## config.mk

```make
export PLATFORM = sky130hd
export DESIGN_NAME = ppt_cmd_arbiter
export DESIGN_NICKNAME = d
export VERILOG_FILES = /design/src/rtl/ppt_cmd_arbiter.sv
export SDC_FILE = /design/constraint.sdc
export NUM_CORES = 1
export LEC_CHECK = 0
export ABC_AREA = 1
export BUFFER_PORTS_ARGS = -buffer_cell sky130_fd_sc_hd__buf_2
export CORE_MARGIN = 2
export CORE_UTILIZATION = 40
export DETAILED_ROUTE_END_ITERATION = 10
export PLACE_DENSITY = 0.69
export SKIP_LAST_GASP = 1
export SYNTH_ARGS = -nofsm -noshare
export SYNTH_HDL_FRONTEND = slang
export SYNTH_SLANG_ARGS = --single-unit
```

## constraint.sdc

```tcl
create_clock -name clk -period 2.5 [get_ports clk]
set_clock_uncertainty 0.1 [all_clocks]
set_input_delay 0.25 -clock clk [delete_from_list [all_inputs] [get_ports clk]]
set_output_delay 0.25 -clock clk [all_outputs]
set_load 0.03 [all_outputs]
```

## src/rtl/ppt_cmd_arbiter.sv

```systemverilog
// Round-robin arbiter for four command requesters; each granted event becomes a
// two-byte frame (header, sequence number) on a valid/ready byte stream.
module ppt_cmd_arbiter #(
  parameter int unsigned GAP_CYCLES = 4,
  parameter logic [7:0]  HDR_BASE   = 8'hA0
) (
  input  logic       clk,
  input  logic       rst,
  input  logic       ena,
  input  logic [3:0] req,
  input  logic       tx_ready,
  output logic       tx_valid,
  output logic [7:0] tx_data,
  output logic [3:0] grant,
  output logic       busy,
  output logic [3:0] drop,
  output logic [7:0] seq
);

  localparam int unsigned GW = (GAP_CYCLES > 0) ? $clog2(GAP_CYCLES + 1) : 1;
  localparam logic [GW-1:0] GAP_LOAD = (GAP_CYCLES > 0) ? GW'(GAP_CYCLES - 1) : '0;

  typedef enum logic [1:0] {
    IDLE = 2'd0,
    HDR  = 2'd1,
    SEQ  = 2'd2,
    GAP  = 2'd3
  } state_t;

  state_t        state, state_nxt;
  logic [3:0]    req_q;
  logic [3:0]    pend, pend_nxt;
  logic [1:0]    ptr, ptr_nxt;
  logic [GW-1:0] gap_cnt, gap_nxt;
  logic          tx_valid_nxt;
  logic [7:0]    tx_data_nxt;
  logic [3:0]    grant_nxt;
  logic          busy_nxt;
  logic [3:0]    drop_nxt;
  logic [7:0]    seq_nxt;

  logic [3:0]    rise;
  logic [3:0]    clr;
  logic [1:0]    ptr_inc;
  logic [7:0]    pend_dbl;
  logic [3:0]    rot;
  logic [1:0]    off;
  logic [1:0]    win;
  logic [3:0]    win_oh;

  assign rise = req & ~req_q;

  // Rotate pending flags so the search starts just after the last winner.
  always_comb begin
    ptr_inc  = ptr + 2'd1;
    pend_dbl = {pend, pend};
    rot      = 4'(pend_dbl >> ptr_inc);
    if (rot[0])      off = 2'd0;
    else if (rot[1]) off = 2'd1;
    else if (rot[2]) off = 2'd2;
    else             off = 2'd3;
    win    = ptr_inc + off;
    win_oh = 4'(4'b0001 << win);
  end

  always_ff @(posedge clk or posedge rst) begin
    if (rst) begin
      state    <= IDLE;
      req_q    <= '0;
      pend     <= '0;
      ptr      <= 2'd3;
      gap_cnt  <= '0;
      tx_valid <= 1'b0;
      tx_data  <= '0;
      grant    <= '0;
      busy     <= 1'b0;
      drop     <= '0;
      seq      <= '0;
    end else begin
      state    <= state_nxt;
      req_q    <= req;
      pend     <= pend_nxt;
      ptr      <= ptr_nxt;
      gap_cnt  <= gap_nxt;
      tx_valid <= tx_valid_nxt;
      tx_data  <= tx_data_nxt;
      grant    <= grant_nxt;
      busy     <= busy_nxt;
      drop     <= drop_nxt;
      seq      <= seq_nxt;
    end
  end

  always_comb begin
    state_nxt    = state;
    ptr_nxt      = ptr;
    gap_nxt      = gap_cnt;
    tx_valid_nxt = tx_valid;
    tx_data_nxt  = tx_data;
    grant_nxt    = grant;
    seq_nxt      = seq;
    clr          = '0;

    unique case (state)
      IDLE: begin
        if (ena && (pend != 4'd0)) begin
          clr          = win_oh;
          ptr_nxt      = win;
          grant_nxt    = win_oh;
          tx_valid_nxt = 1'b1;
          tx_data_nxt  = HDR_BASE | {6'd0, win};
          state_nxt    = HDR;
        end
      end
      HDR: begin
        if (tx_ready) begin
          tx_data_nxt = seq;
          state_nxt   = SEQ;
        end
      end
      SEQ: begin
        if (tx_ready) begin
          seq_nxt      = seq + 8'd1;
          grant_nxt    = '0;
          tx_valid_nxt = 1'b0;
          tx_data_nxt  = '0;
          if (GAP_CYCLES > 0) begin
            gap_nxt   = GAP_LOAD;
            state_nxt = GAP;
          end else begin
            state_nxt = IDLE;
          end
        end
      end
      GAP: begin
        if (gap_cnt == '0) state_nxt = IDLE;
        else               gap_nxt   = gap_cnt - GW'(1);
      end
    endcase

    // A new edge beats a same-cycle grant clear, so it is never reported as dropped.
    pend_nxt = (pend & ~clr) | rise;
    drop_nxt = rise & pend & ~clr;
    busy_nxt = (state_nxt != IDLE);
  end

endmodule
```

==> metrics, run 1 <==
worst-path cell with the longest stage delay=dfstp_2; Post-Route Hold Slack=239 ps; worst stage delay on the critical path=610 ps; routed wire length per instance=11.4 um; portion of the post-synthesis area used by sequential elements=0.481; met1 GRT Util=0.186; half-perimeter wire length after placement=3090 um; Worst Path Max Fanout=6; post-synthesis instance area=2140 um^2; wire length of the first global-routing pass=7400 um; PD cells=1350 nW/um^2; maximum number of pins on one net before global-route repair=42; post-layout util=0.492; highest clock rate=435 MHz; combinational family with the most area after synthesis=simple AND/OR/NAND/NOR gates; Die Footprint=5950 um^2; syn_nets=263; Cells after Synth=245; worst endpoint required time=2570 ps; total wire length after detailed routing=4100 um; xor and xnor area share after synthesis=0.0287; number of enable flip-flop cells after synthesis=0; Reg-to-Reg Start=ptr[0]; number of global-route vias before repair=1,678; worst slew margin relative to its limit=0.653; cell family contributing the most delay on the critical path=flip-flops; Reg2Reg Capture Point=grant[1]; path type of the worst setup path=flip-flop to flip-flop; Initial Utilization=0.416; Chip Width=77.1 um; number of nets with antenna violations after routing=0; Power, Total=3.41 mW; clock insertion delay at the later pin of the skew report=290 ps; endpoints failing setup=0; number of endpoints with negative hold slack in the final report=0; library cells used by synthesis=34; Stages on worst setup path=11; core area=5140 um^2; DRC violations left=0; number of core rows=26; flip-flop cell with the highest count after synthesis=dfrtp_1; met2 layer usage reported by global route=0.263; Syn-to-layout area delta=18.2%; share of the synthesized area in compound gates (AO/OA/AOI/OAI)=0.0865; adder and majority cell fraction of the synthesized area=0.0585; final clock period utilization by the worst path=0.919; TritonCTS buffer count=5; Antenna Cells=0; accumulated negative setup slack=0 ps; worst setup slack after placement=227 ps; Clock Root Buffer=clkbuf_8; number of instances on the worst hold path=4; worst-case reg-to-reg path depth=11; Starting DRT DRC Count=86; Max rail drop VDD=0.756 mV; arrival time worst endpoint=2360 ps; startpoint type of the worst setup path=flip-flop; reported max-cap violation count=0; global placer's final weighted congestion=0.823; RSZ-0062 raised after global routing=no; area fraction in and, or, nand and nor cells after synthesis=0.267; max-slew violation count=0; Tot GR Track Use=0.156; vias=1,688; overflow left after global routing=0; kind of end point of the critical path=flip-flop; hold crit path type=input port to flip-flop; leakage dissipation=1.38 nW; share of post-route cells with drive strength above 1=0.269; initial antenna violation count=0; placed inst area=2380 um^2; Net count, final=308; Critical Path End=grant[1]; Register-to-Register Setup Slack=200 ps; sum of buffers and inverters on the critical path=2; Worst Setup Slack, final=202 ps; met3 Track Usage GR=0.0435; Yosys warning total=0; placed cell count=347; clock tree from TritonCTS=yes; outcome=finished clean; average via count per standard cell=4.69; summed area of non-filler cells in the final layout=2530 um^2; fraction of registers with async set or reset after synthesis=1.00; clk sinks=41; io pins=34; synthesized flop and latch total=41; average size of a mapped cell=8.73 um^2; cell breakdown of the critical path=clkbuf_2 -> nand2_1 -> nand2_2 -> nand2_4 -> and2_1 -> o22ai_1 -> ha_1 -> inv_1 -> nor2_4 -> nand3_1 -> o21ai_1; PortBufs=33; Most Used Layer, Global Route=met2; clock-pin slew on the worst setup and hold paths=70 ps; final worst path period need=2300 ps; multiplexer share of the synthesized area=0; length of the first detailed-routing pass in iterations=4; htree depth=2; non-filler cells, final=360; Worst setup startpoint=ptr[0]; slew of the pin with the lowest slew margin=520 ps; vertical extent of the die=77.1 um; Clock Path Buffers=2
-- final cells by class --
class,instances,area [um^2]
tap,70,87.6
fill,524,2610
timing repair buffer,40,228
sequential,41,1030
multi-input combinational,162,947
inverter,40,153
clock buffer,7,86.3
-- cell families after synthesis --
kind of cell	after synthesis
AO/OA/AOI/OAI	32
AND/OR/NAND/NOR	113
buffers and inverters	42
flip-flops	41
XOR/XNOR	7
adder cells (fa/ha/maj)	10
-- cells in the final DEF (no fill, tap or decap), types with 2 or more instances in the layout --
cell type / netlist / layout
o22ai_1: 3 / 3
dfrtp_1: 39 / 39
o21ai_0: 12 / 12
clkbuf_8: 0 / 6
nand2_1: 65 / 65
o21ai_2: 2 / 2
nor2_4: 1 / 2
inv_1: 34 / 34
nand3_2: 6 / 6
ha_1: 10 / 10
dfstp_2: 2 / 2
nand2_2: 6 / 6
nor2_1: 8 / 8
xor2_1: 6 / 6
buf_2: 1 / 33
o21ai_1: 2 / 2
inv_2: 5 / 5
a21oi_1: 7 / 7
nor2_2: 7 / 6
nand3_1: 10 / 10
nand2_4: 5 / 5
dlygate4sd3_1: 0 / 5
-- worst register-to-register path, cell delays in order (launching register included) --
cell      delay, ps
dfstp_2         610
clkbuf_2        180
nand2_1          70
nand2_2          80
nand2_4          70
and2_1          140
o22ai_1         150
ha_1            280
inv_1           210
nor2_4           80
nand3_1         140
o21ai_1          70
-- power breakdown --
| group | switching (mW) | total (mW) | internal (mW) | leakage, nW |
|---|---|---|---|---|
| Sequential | 0.167 | 1.06 | 0.898 | 0.492 |
| Clock | 0.214 | 0.433 | 0.219 | 0.0443 |
| Combinational | 1.30 | 1.91 | 0.611 | 0.844 |
-- Yosys cell counts (2+ instances only) --
library cell | instances | share of area
inv_2 | 5 | 0.0088
nor2_1 | 8 | 0.014
o21ai_2 | 2 | 0.0082
dfrtp_1 | 39 | 0.46
a21oi_1 | 7 | 0.016
nor2_2 | 7 | 0.020
nand2_1 | 65 | 0.11
nand3_2 | 6 | 0.028
o22ai_1 | 3 | 0.0088
nand2_4 | 5 | 0.026
nand3_1 | 10 | 0.023
ha_1 | 10 | 0.058
dfstp_2 | 2 | 0.025
nand2_2 | 6 | 0.018
xor2_1 | 6 | 0.025
inv_1 | 34 | 0.060
o21ai_1 | 2 | 0.0047
o21ai_0 | 12 | 0.028
-- registers in the layout (all words and copies together) (netlist names) --
signal    flops
pend          4
grant         4
req_q         4
ptr           2
state         2
busy          1
gap_cnt       3
drop          4
seq           8
tx_valid      1
tx_data       8
-- layer usage --
| metal | vias up | share of wire |
|---|---|---|
| met5 | - | 0 |
| met4 | 0 | 0.024 |
| met3 | 11 | 0.045 |
| met2 | 34 | 0.51 |
| met1 | 785 | 0.42 |
| li1 | 858 | - |
-- worst min-delay path by stage --
| stage | end | slack (ps) | start |
|---|---|---|---|
| floorplan | req_q[0] | 180 | req[0] |
| global placement | req_q[2] | 270 | req[2] |
| detailed placement | req_q[2] | 270 | req[2] |
| CTS | seq[0] | 230 | tx_ready |
| global route | seq[0] | 250 | tx_ready |
| finish | seq[1] | 240 | tx_ready |
-- timing repair --
| item | in CTS | in global routing |
|---|---|---|
| hold buffers | 5 | 0 |
| endpoints found under the setup margin | 0 | 1 |
| gates resized for setup | 0 | 1 |
| endpoints found under the hold margin | 43 | 0 |
| setup buffers | 0 | 1 |
Power figures use the tool's default switching activity.
==> run 2: changes to the inputs <==
--- a/config.mk
+++ b/config.mk
@@ -7,10 +7,12 @@
 export LEC_CHECK = 0
 export ABC_AREA = 1
 export BUFFER_PORTS_ARGS = -buffer_cell sky130_fd_sc_hd__buf_2
+export CELL_PAD_IN_SITES_DETAIL_PLACEMENT = 1
+export CELL_PAD_IN_SITES_GLOBAL_PLACEMENT = 2
 export CORE_MARGIN = 2
-export CORE_UTILIZATION = 40
+export CORE_UTILIZATION = 34
 export DETAILED_ROUTE_END_ITERATION = 10
-export PLACE_DENSITY = 0.69
+export PLACE_DENSITY = 0.88
 export SKIP_LAST_GASP = 1
 export SYNTH_ARGS = -nofsm -noshare
 export SYNTH_HDL_FRONTEND = slang
==> run 2 against run 1 <==
Core utilization fell by 6.4 points; register-to-register slack is essentially flat; non-clock buffer count up 1; sequential power about the same; die area up 17%; combinational power rose by 3%; critical endpoint unchanged; largest cell class unchanged; highest routed layer unchanged.
==> metrics, run 2 (synthesis gave the netlist of run 1 again) <==
clk sinks=41; maximum number of pins on one net before global-route repair=42; share of post-route cells with drive strength above 1=0.274; cell internal power dissipation=1.82 mW; Net count, final=309; most frequent standard cell in the layout excluding fill and tap cells=nand2_1; core area=5990 um^2; length of the first detailed-routing pass in iterations=2; largest registers in the final layout=seq: 8 flops, tx_data: 8 flops; leakage dissipation=1.40 nW; vertical extent of the die=83.3 um; accumulated negative setup slack=0 ps; number of instances on the worst hold path=3; Max rail drop VDD=0.475 mV; average via count per standard cell=4.58; post-layout util=0.428; Power, Total=3.56 mW; path type of the worst setup path=flip-flop to flip-flop; highest clock rate=434 MHz; clock insertion delay at the later pin of the skew report=290 ps; worst endpoint required time=2570 ps; endpoint of the worst hold path=seq[0]; register share of total power=0.302; number of endpoints with negative hold slack in the final report=0; Register-to-Register Setup Slack=190 ps; Antenna Cells=0; Initial Utilization=0.357; arrival time worst endpoint=2370 ps; Syn-to-layout area delta=19.9%; total wire length after detailed routing=4730 um; number of core rows=28; Worst Path Max Fanout=6; switching share of power=0.490; combinational share of power=0.552; reported max-cap violation count=0; max-slew violation count=0; Starting DRT DRC Count=84; commonest cells after routing, fill and taps aside=nand2_1, dfrtp_1, inv_1, buf_2, o21ai_0; io pins=34; placed cell count=352; Post-Route Hold Slack=235 ps; outcome=finished clean; fraction of power consumed by the clock network=0.147; startpoint type of the worst setup path=flip-flop; overflow left after global routing=0; routed wire length per instance=12.9 um; number of nets with antenna violations after routing=0; slew of the pin with the lowest slew margin=525 ps; worst-case reg-to-reg path depth=11; kind of end point of the critical path=flip-flop; DRC violations left=0; vias=1,681; RSZ-0062 raised after global routing=no; PortBufs=33; final worst path period need=2310 ps; non-filler cells, final=367; wire length of the first global-routing pass=8690 um; Reg2Reg Capture Point=grant[1]; clock tree from TritonCTS=yes; Reg-to-Reg Start=ptr[0]; Clock Root Buffer=clkbuf_8; initial antenna violation count=0; number of global-route vias before repair=1,824; hold crit path type=input port to flip-flop; htree depth=2; Psw=1.75 mW; fillers=731; Chip Width=83.3 um; clock-pin slew on the worst setup and hold paths=80 ps; half-perimeter wire length after placement=3570 um; Die Footprint=6940 um^2; Clock Path Buffers=2; worst slew margin relative to its limit=0.650; final clock period utilization by the worst path=0.922; Tot GR Track Use=0.155; endpoints failing setup=0; global placer's final weighted congestion=0.789; TritonCTS buffer count=5; PD cells=1390 nW/um^2; startpoint of the worst hold path=tx_ready
-- run 2: changes by cell type in the layout (fill, tap and decap cells not counted) --
cell,change
clkinv_2,+1
buf_4,+1
bufinv_16,+1
clkbuf_8,-1
-- run 2: worst max path at each step --
| stage | startpoint | to | cells past startpoint |
|---|---|---|---|
| 2_1_floorplan | ptr[0] | pend[1] | 13 |
| 3_3_place_gp | ptr[0] | pend[1] | 12 |
| 3_5_place_dp | ptr[0] | pend[1] | 12 |
| 4_1_cts | ptr[0] | pend[1] | 12 |
| 5_1_grt | ptr[0] | grant[1] | 11 |
| 6_report | ptr[0] | grant[1] | 11 |
-- run 2: stage by stage --
| stage | area (um^2) | setup WS, ps |
|---|---|---|
| after floorplan | 2140 | 412 |
| after global placement | 2390 | 285 |
| after detailed placement | 2390 | 222 |
| after CTS | 2550 | 192 |
| after global routing | 2560 | 15.9 |
| final | 2560 | 194 |
-- run 2: layout make-up --
class | count | area, um^2 | share of cell area
Timing Repair Buffer | 41 | 235 | 0.0917
Inverter | 40 | 153 | 0.0595
Clock buffer | 6 | 72.6 | 0.0283
Clock inverter | 2 | 35.0 | 0.0137
Multi-Input combinational cell | 162 | 947 | 0.369
Sequential cell | 41 | 1030 | 0.401
Tap cell | 75 | 93.8 | 0.0366
-- run 2: worst max-delay path: stages, from the launching register on --
cell and delay [ps]:
dfstp_2 610, clkbuf_2 180, nand2_1 80, nand2_2 90
nand2_4 70, and2_1 140, o22ai_1 150, ha_1 280
inv_1 190, nor2_4 80, nand3_1 130, o21ai_1 70
-- run 2: power by group through the flow --
stage / Clock (mW) / Combinational [mW] / Sequential (mW)
global placement: 0 / 1.88 / 1.10
floorplan: 0 / 1.28 / 1.30
detailed placement: 0 / 1.94 / 1.10
finish: 0.523 / 1.97 / 1.07
global route: 0.571 / 2.25 / 1.11
CTS: 0.544 / 1.95 / 1.09
-- run 2: routing by layer --
layer / GRT usage / vias to the layer above / routed length, um
met4: 0.0671 / 0 / 106
met5: 0 / - / 0
li1: - / 850 / -
met2: 0.260 / 21 / 2350
met3: 0.0358 / 9 / 131
met1: 0.191 / 801 / 2140
-- run 2: what timing repair did --
action	CTS	global route
hold buffers	5	0
gates resized for setup	0	1
hold endpoints to repair	35	0
buffers inserted	0	2
endpoints found under the setup margin	0	3
